### src/rtl/wavelet_filter_bank.sv
`timescale 1ns/1ps
// ---------------------------------------------------------------------------
// wavelet_filter_bank
//
// Multi-scale Haar-style wavelet front end. A slow, asynchronous data strobe
// is synchronised into the clk domain. Each accepted rising edge shifts the
// signed sample into a shared tap delay line and, one clk later, starts a
// bank of sequential FIR filters. Filter i has an odd length L_i. Its
// coefficients are +1 on the newer half of its taps, 0 on the centre tap and
// -1 on the older half.
//
// Ports
//   clk         : system clock, all logic on the rising edge
//   i_rst       : asynchronous active-high reset
//   i_value     : signed sample, captured when a strobe edge is accepted
//   i_data_clk  : asynchronous data strobe, a rising edge marks a new sample
//   o_sum       : signed 32-bit result per filter, filter i in [32i+31:32i]
//   o_valid     : one-clk pulse per filter when its o_sum slice updates
//   o_LED2      : heartbeat, MSB of the accepted-sample counter
// ---------------------------------------------------------------------------
module wavelet_filter_bank #(
    parameter int BITS_PER_ELEM = 8,
    parameter int TOTAL_FILTERS = 3,
    parameter int COUNTER_WIDTH = 4
) (
    input  logic                            clk,
    input  logic                            i_rst,
    input  logic signed [BITS_PER_ELEM-1:0] i_value,
    input  logic                            i_data_clk,
    output logic [32*TOTAL_FILTERS-1:0]     o_sum,
    output logic [TOTAL_FILTERS-1:0]        o_valid,
    output logic                            o_LED2
);

    // Filter length for scale idx: floor(3 / 0.577472^idx), bumped to the
    // next odd value so every filter has a single centre tap. The quotient is
    // carried in fixed point scaled by 1e6, which keeps the constant
    // evaluation purely integer.
    function automatic int filt_len(input int idx);
        longint scaled;
        int     len;
        scaled = 64'sd3_000_000;
        for (int j = 0; j < idx; j++) begin
            scaled = (scaled * 64'sd1_000_000) / 64'sd577_472;
        end
        len = int'(scaled / 64'sd1_000_000);
        if ((len % 32'sd2) == 32'sd0) begin
            len = len + 32'sd1;
        end
        return len;
    endfunction

    // Lengths grow with scale, so the last filter sets the delay-line depth.
    localparam int TOTAL_TAPS = filt_len(TOTAL_FILTERS - 1);
    localparam int KW         = $clog2(TOTAL_TAPS + 1);

    typedef enum logic [1:0] {
        S_IDLE = 2'd0,
        S_RUN  = 2'd1,
        S_DONE = 2'd2
    } filt_state_e;

    // ------------------------------------------------------------------
    // Strobe capture, delay line and heartbeat counter
    // ------------------------------------------------------------------
    logic                            sync1_q,  sync1_d;
    logic                            sync2_q,  sync2_d;
    logic                            prev_q,   prev_d;
    logic                            accept_q, accept_d;
    logic                            start_q,  start_d;
    logic [COUNTER_WIDTH-1:0]        cnt_q,    cnt_d;
    logic signed [BITS_PER_ELEM-1:0] tap_q [TOTAL_TAPS];
    logic signed [BITS_PER_ELEM-1:0] tap_d [TOTAL_TAPS];

    // Next-state logic for the synchroniser, edge detector, taps and counter.
    always_comb begin
        sync1_d  = i_data_clk;
        sync2_d  = sync1_q;
        prev_d   = sync2_q;
        // Registered edge detector: one pulse per 0->1 of the synced strobe.
        accept_d = sync2_q & ~prev_q;
        // Filters start one clk after the shift so they see the new taps.
        start_d  = accept_q;

        if (accept_q) begin
            tap_d[0] = i_value;
            for (int k = 1; k < TOTAL_TAPS; k++) begin
                tap_d[k] = tap_q[k-1];
            end
            cnt_d = cnt_q + {{(COUNTER_WIDTH-1){1'b0}}, 1'b1};
        end else begin
            for (int k = 0; k < TOTAL_TAPS; k++) begin
                tap_d[k] = tap_q[k];
            end
            cnt_d = cnt_q;
        end
    end

    // Front-end registers; everything clears on reset so a strobe already
    // high at release is still seen as a fresh rising edge.
    always_ff @(posedge clk or posedge i_rst) begin
        if (i_rst) begin
            sync1_q  <= 1'b0;
            sync2_q  <= 1'b0;
            prev_q   <= 1'b0;
            accept_q <= 1'b0;
            start_q  <= 1'b0;
            cnt_q    <= '0;
            for (int k = 0; k < TOTAL_TAPS; k++) begin
                tap_q[k] <= '0;
            end
        end else begin
            sync1_q  <= sync1_d;
            sync2_q  <= sync2_d;
            prev_q   <= prev_d;
            accept_q <= accept_d;
            start_q  <= start_d;
            cnt_q    <= cnt_d;
            for (int k = 0; k < TOTAL_TAPS; k++) begin
                tap_q[k] <= tap_d[k];
            end
        end
    end

    assign o_LED2 = cnt_q[COUNTER_WIDTH-1];

    // ------------------------------------------------------------------
    // Filter bank: one sequential multiply-free MAC per scale
    // ------------------------------------------------------------------
    for (genvar gi = 0; gi < TOTAL_FILTERS; gi++) begin : g_filt
        localparam int            L      = filt_len(gi);
        localparam logic [KW-1:0] K_LAST = KW'(L - 1);
        localparam logic [KW-1:0] K_CTR  = KW'((L - 1) / 2);

        filt_state_e        state_q, state_d;
        logic [KW-1:0]      k_q,     k_d;
        logic signed [31:0] acc_q,   acc_d;
        logic signed [31:0] sum_q,   sum_d;
        logic               valid_q, valid_d;
        logic signed [31:0] tap_ext_s;
        logic signed [31:0] term_s;

        // Current term: the live tap at index k, sign-extended and weighted.
        always_comb begin
            tap_ext_s = {{(32-BITS_PER_ELEM){tap_q[k_q][BITS_PER_ELEM-1]}}, tap_q[k_q]};
            if (k_q < K_CTR) begin
                term_s = tap_ext_s;
            end else if (k_q == K_CTR) begin
                term_s = 32'sd0;
            end else begin
                term_s = -tap_ext_s;
            end
        end

        // FSM next state. start_q has priority over an in-progress run
        // (abort and restart), but DONE still publishes before restarting.
        always_comb begin
            state_d = state_q;
            k_d     = k_q;
            acc_d   = acc_q;
            sum_d   = sum_q;
            valid_d = 1'b0;
            case (state_q)
                S_IDLE: begin
                    if (start_q) begin
                        state_d = S_RUN;
                        k_d     = '0;
                        acc_d   = 32'sd0;
                    end else begin
                        state_d = S_IDLE;
                    end
                end
                S_RUN: begin
                    if (start_q) begin
                        k_d   = '0;
                        acc_d = 32'sd0;
                    end else begin
                        acc_d = acc_q + term_s;
                        if (k_q == K_LAST) begin
                            state_d = S_DONE;
                        end else begin
                            k_d = k_q + KW'(1'b1);
                        end
                    end
                end
                S_DONE: begin
                    sum_d   = acc_q;
                    valid_d = 1'b1;
                    if (start_q) begin
                        state_d = S_RUN;
                        k_d     = '0;
                        acc_d   = 32'sd0;
                    end else begin
                        state_d = S_IDLE;
                    end
                end
                default: begin
                    state_d = S_IDLE;
                    k_d     = '0;
                    acc_d   = 32'sd0;
                end
            endcase
        end

        // Filter state, accumulator and registered outputs.
        always_ff @(posedge clk or posedge i_rst) begin
            if (i_rst) begin
                state_q <= S_IDLE;
                k_q     <= '0;
                acc_q   <= 32'sd0;
                sum_q   <= 32'sd0;
                valid_q <= 1'b0;
            end else begin
                state_q <= state_d;
                k_q     <= k_d;
                acc_q   <= acc_d;
                sum_q   <= sum_d;
                valid_q <= valid_d;
            end
        end

        assign o_sum[32*gi +: 32] = sum_q;
        assign o_valid[gi]        = valid_q;
    end

endmodule

### config.mk
export PLATFORM = sky130hd
export DESIGN_NAME = wavelet_filter_bank
export DESIGN_NICKNAME = d
export VERILOG_FILES = /design/src/rtl/wavelet_filter_bank.sv
export SDC_FILE = /design/constraint.sdc
export NUM_CORES = 1
export LEC_CHECK = 0
export ABC_AREA = 1
export CAP_MARGIN = 20
export CELL_PAD_IN_SITES_DETAIL_PLACEMENT = 2
export CELL_PAD_IN_SITES_GLOBAL_PLACEMENT = 2
export CORE_MARGIN = 2
export CORE_UTILIZATION = 37
export DETAILED_ROUTE_END_ITERATION = 7
export PLACE_DENSITY = 0.95
export SLEW_MARGIN = 20
export SYNTH_ARGS = -nofsm -noshare
export SYNTH_HDL_FRONTEND = slang
export SYNTH_SLANG_ARGS = --single-unit
### constraint.sdc
create_clock -name clk -period 18.8 [get_ports clk]
set_input_delay 3.76 -clock clk [delete_from_list [all_inputs] [get_ports clk]]
set_output_delay 3.76 -clock clk [all_outputs]
set_load 0.02 [all_outputs]
# Word level (Yosys, flattened, before mapping)
# Index checks and enable logic that the tools add are counted.
word_totals:
  regBits: 294
  input_bits: 11
op_classes:
  addsub: 10
  n_lt_le_gt_ge: 6
  n_eq_ne: 24
  n_mux: 45
  bitwise: 5
  reduce_logical: 12
ops:
  columns: ["op", "count"]
  rows:
  - ["$mux 32", 10]
  - ["$pmux 32 s2", 3]
  - ["$add 32x32->32", 3]
  - ["$bmux 8 s4", 3]
  - ["$neg 8->32", 3]
  - ["$mux 8", 6]
  - ["$mux 4", 7]
  - ["$pmux 4 s2", 3]
  - ["$add 4x1->4 const B", 4]
  - ["$ge 5x5->1 const B", 3]
  - ["$not 4->5", 3]
  - ["$mux 2", 6]
  - ["$ne 2x2->1 const B", 6]
  - ["$pmux 2 s2", 3]
  - ["$reduce_and 2->1", 6]
  - ["$ne 3x3->1 const B", 3]
  - ["$eq 4x2->1 const B", 2]
  - ["$eq 4x3->1 const B", 2]
  - ["$eq 2x1->1 const B", 3]
  - ["$eq 2x2->1 const B", 3]
  - ["$logic_not 2->1", 3]
  - ["$ne 2x1->1 const B", 3]
  - ["$reduce_or 2->1", 3]
  - ["$eq 4x1->1 const B", 1]
  - ["other kinds (7)", 10]

# Longest topological paths before layout
depth:
  word_depth: 10
  ltp_mapped: 32
  mapped_depth_nobuf: 31

# Least setup slack after synthesis
# Ideal clock, no wire load.
synth_path:
  kind: "register to output"
  start: "register g_filt[0].valid_q"
  end: "output port o_valid[0]"
  arrival_time_ns: 0.482
  path_slack_ns: 14.558
  path_stages_with_launch: 2
  n_path_buf: 1
  cell_sequence: "dfrtp_1 -> buf_4"
synth_rtl:
  columns: ["item", "line", "source"]
  rows:
  - ["start: declaration", "139", "logic valid_q, valid_d;"]
  - ["start signal: assignment", "218", "valid_q <= valid_d;"]
  - ["end: declaration", "31", "output logic [TOTAL_FILTERS-1:0] o_valid,"]
# No word-level cell between the ends.

# Final worst setup path
layout_path:
  start: "register g_filt[2].k_q[0]"
  end: "register g_filt[2].acc_q[30]"
layout_between:
  elab_chain_cells: 10
  elab_cells_between_ends: 12
  cone_classes: "add/sub (2); order compare (1); eq/ne (1); mux (7); bitwise (1)"
layout_rtl:
  columns: ["item", "line", "source"]
  rows:
  - ["start: declaration", "136", "logic [KW-1:0] k_q, k_d;"]
  - ["start signal: assignment", "215", "k_q <= k_d;"]
  - ["$not 4->5 (implied by the code)", "145", "tap_ext_s = {{(32-BITS_PER_ELEM){tap_q[k_q][BITS_PER_ELEM-1]}}, tap_q[k_q]};"]
  - ["$bmux 8 s4", "145", null]
  - ["$mux 8 (implied by the code) (2 in series)", "145", null]
  - ["$neg 8->32", "151", "term_s = -tap_ext_s;"]
  - ["$mux 32", "148", "end else if (k_q == K_CTR) begin"]
  - ["$mux 32 *", "146", "if (k_q < K_CTR) begin"]
  - ["$add 32x32->32 *", "178", "acc_d = acc_q + term_s;"]
  - ["$mux 32 *", "174", "if (start_q) begin"]
  - ["$pmux 32 s2 *", "163", "case (state_q)"]
  - ["end signal: assignment", "210", "acc_q <= 32'sd0;"]
  - ["end signal: assignment", "216", "acc_q <= acc_d;"]
  - ["end: declaration", "137", "logic signed [31:0] acc_q, acc_d;"]
# Every way passes the cells marked *; elsewhere a longest branch is shown, timed or not. The select of a mux whose other input is x is not followed.
# A chain may end at the register's enable or synchronous reset.

==> impl_results.md <==
- Worst-Skew Late Latency: 600 ps
- Compound-gate portion of the synthesized area: 13.4%
- Multiplexer share of the synthesized area: 0%
- Port Buffers: 110
- Commonest non-fill, non-tap cells in the layout: nand2_1 (1124), inv_1 (364), dfrtp_1 (293)
- Relative slew slack: 30.6%
- Post-Route WL: 99900 um
- Worst hold slack: around 360 ps
- Post-synth ARST share: 100%
- CP Data Arrival Time: 6400 ps
- Global-route wire length before repair: 157000 um
- Die area: 0.0596 mm2
- Outcome: completed
- H-tree levels: 2
- R2r startpoint: g_filt[2].k_q[0]
- Hold Crit Class: reg2reg
- Achievable Freq: 169 MHz
- CP startpoint kind: register
- Post_cts resized: 0
- Seq/Total Area, Yosys: roughly a third
- Wirelength per Cell: ~25 um
- Synth Flop Type: dfrtp_1
- Largest area contributor in the netlist: dfrtp_1
- ANT nets after route: 0
- CP Class: reg2reg
- Cell at the root of the clock tree: clkbuf_16
- Reg-to-Reg End: g_filt[2].acc_q[30]
- Crit path max-delay cell type: clkinv_2
- Seq cells post-synth: 294
- Synth warnings: 0
- DR DRC count: 0
- Pre-antenna DRT Iters: 5
- Remaining global-route overflow: 0
- CTS Hold Bufs: 0
- Post-place setup slack: 12920 ps
- EDFF count, synth: 0
- CTS sink cnt: 294
- Max incr delay on CP: 650 ps
- Setup TNS: 0 ps
- WP buf/inv: 5
- Fin worst setup slack: approximately 13000 ps
- Syn_nets: 3348
- Initial Utilization: 37.2%
- Worst path required time: 19280 ps
- Number of diodes: 0
- Reg2Reg Setup Slack: 12890 ps
- Min-delay src: sync1_q
- I/O Pins: about 110
- Share of layout cells above drive strength 1: about 5.0%
- Via count: 23300
- Number of global-route vias before repair: 26900
- Gpl congestion: 0.903
- Vias/cell: 5.76
- Register area: 0.00736 mm2
- Worst hold endpoint: prev_d
- CTS tree: done
- Post-CTS Setup Inserts: 0
- Dpl hpwl: approximately 65000 um
- Final Hold Viols: 0
- Yosys cell types: 52
- Post-Synth Adder-Cell Area: 8.61%
- Number of DRC markers in iteration 0: 1371
- Most common cell after layout, fill and taps aside: nand2_1
- Area Growth Syn to Fin: 14.1%
- Xor and xnor fraction of the mapped netlist area: 0.328%
- Core Region: approximately 0.057 mm2
- Hold-critical path depth: 0
- CP Cell Sequence: buf_4 > clkinv_2 > ha_1 > nand2_1 > inv_1 > nor2_1 > ha_1 > inv_1 > fa_1 > inv_1 > nand2_1 > o21ai_0 > nand2_1 > nand2_1 > nand2_1 > nand2_1 > nand3_1 > nand2_1 > nand2_1 > nand3_1 > nand2_1
- R2R cell count: 21
- Cts bufs inserted: 38
- Largest net degree at the start of global routing: 90
- Initial antenna violation count: 0
- Post-route clock period utilization: 31.4%
- Mapped Cells: 3192
- Area contributors post-synth: dfrtp_1 (34%), nand2_1 (20%), ha_1 (8.3%)
- Clock period minus worst slack: 5910 ps
- Total GRT Usage: 33.3%
- Clock Tree Buf Depth: 3
- Clock-pin slew on the worst setup and hold paths: approximately 70 ps
- # Max-Cap Violations: 0
- Final setup vio count: 0
- Clock Skews: 31.7 ps
- Post-Synth Simple-Gate Area: about 34%
- Top cell by count, worst path: nand2_1
- Combinational family with the most area after synthesis: simple AND/OR/NAND/NOR gates
- Mapped Area: 0.0213 mm2
- Max Slew Vio Count: 0
- Area fraction of the dominant cell type after synthesis: 34.5%
- Die Wd: 244 um
- CP Max Fanout: 46
- Worst-Margin Slew: approximately 1000 ps
- RSZ-0062 raised after global routing: no
- Die Height: ~240 um
- Row count: 88
- # fillers: 6769
- Nets: 3416
- Setup crit end kind: register
- Multi-input gate area: between 0.01 and 0.015 mm2
- CP top delay family: simple AND/OR/NAND/NOR gates
- Syn_area_per_cell: 6.68 um2
cell families (layout without fill, tap and decap cells):
group / count (synthesis) / after routing
xor gates and xnor gates: 8 / 8
adders and majority gates: 145 / 145
buffers and inverters: 485 / 578
DFF: 294 / 294
AOI/OAI and AO/OA: 531 / 531
and+or+nand+nor: 1729 / 1729
how the worst max path moves through the flow:
stage	start	to	slack [ps]	cells past startpoint
final	g_filt[2].k_q[0]	g_filt[2].acc_q[30]	12890	21
after global routing	g_filt[2].k_q[0]	g_filt[2].acc_q[30]	12640	21
after CTS	g_filt[2].k_q[0]	g_filt[2].acc_q[28]	13040	21
after detailed placement	i_rst	g_filt[0].sum_q[23]	12920	3
after global placement	i_rst	g_filt[0].sum_q[23]	13010	3
after floorplan	i_rst	accept_q	6920	1
per-stage QoR:
| step | cells | utilization (%) | instance area [um2] |
|---|---|---|---|
| floorplan | 3192 | - | 21300 |
| global placement | 3985 | 40.1 | 23000 |
| detailed placement | 3985 | 40.1 | 23000 |
| CTS | 4050 | 42.4 | 24300 |
| global route | 4050 | 42.4 | 24300 |
| finish | 4050 | 42.4 | 24300 |
area by class of cell:
class / count / area share [%]
clock buffers: 48 / 4.35
flip-flops and latches: 294 / 30.2
well taps: 765 / 3.93
multi-input cells: 2413 / 49.2
inverters: 380 / 5.91
clock inverters: 17 / 1.12
repair buffers: 133 / 5.23
cells in the mapped netlist, types with 9 or more instances:
| library cell | count |
|---|---|
| nor2_2 | 16 |
| buf_4 | 10 |
| o21ai_0 | 286 |
| inv_2 | 11 |
| nand3_1 | 269 |
| nand2_2 | 10 |
| a21oi_1 | 169 |
| o211ai_1 | 9 |
| dfrtp_1 | 294 |
| nand3_2 | 15 |
| nand4_1 | 16 |
| nor3_1 | 25 |
| nor2_1 | 223 |
| o22ai_1 | 13 |
| inv_1 | 365 |
| o21bai_1 | 10 |
| ha_1 | 142 |
| buf_2 | 20 |
| nand2_1 | 1124 |
| clkbuf_1 | 59 |
| buf_6 | 14 |
| o21a_1 | 10 |
registers in the layout, summed over array words and instances (netlist names):
signal          flops
prev_d              1
prev_q              1
sync1_q             1
g_filt.state_q      6
g_filt.k_q         12
g_filt.valid_q      3
accept_q            1
g_filt.sum_q       96
cnt_q               4
g_filt.acc_q       96
tap_q              72
start_q             1
routing by layer:
metal / share of wire [%] / global-route usage (%)
met5: 0 / 0
met4: 6.0 / 20.1
met3: 4.6 / 4.70
met2: 50 / 59.0
met1: 39 / 38.0
Power is left out: the tool's default activity adds up to more than one toggle a clock period on the data nets, which glitch-free logic cannot reach.
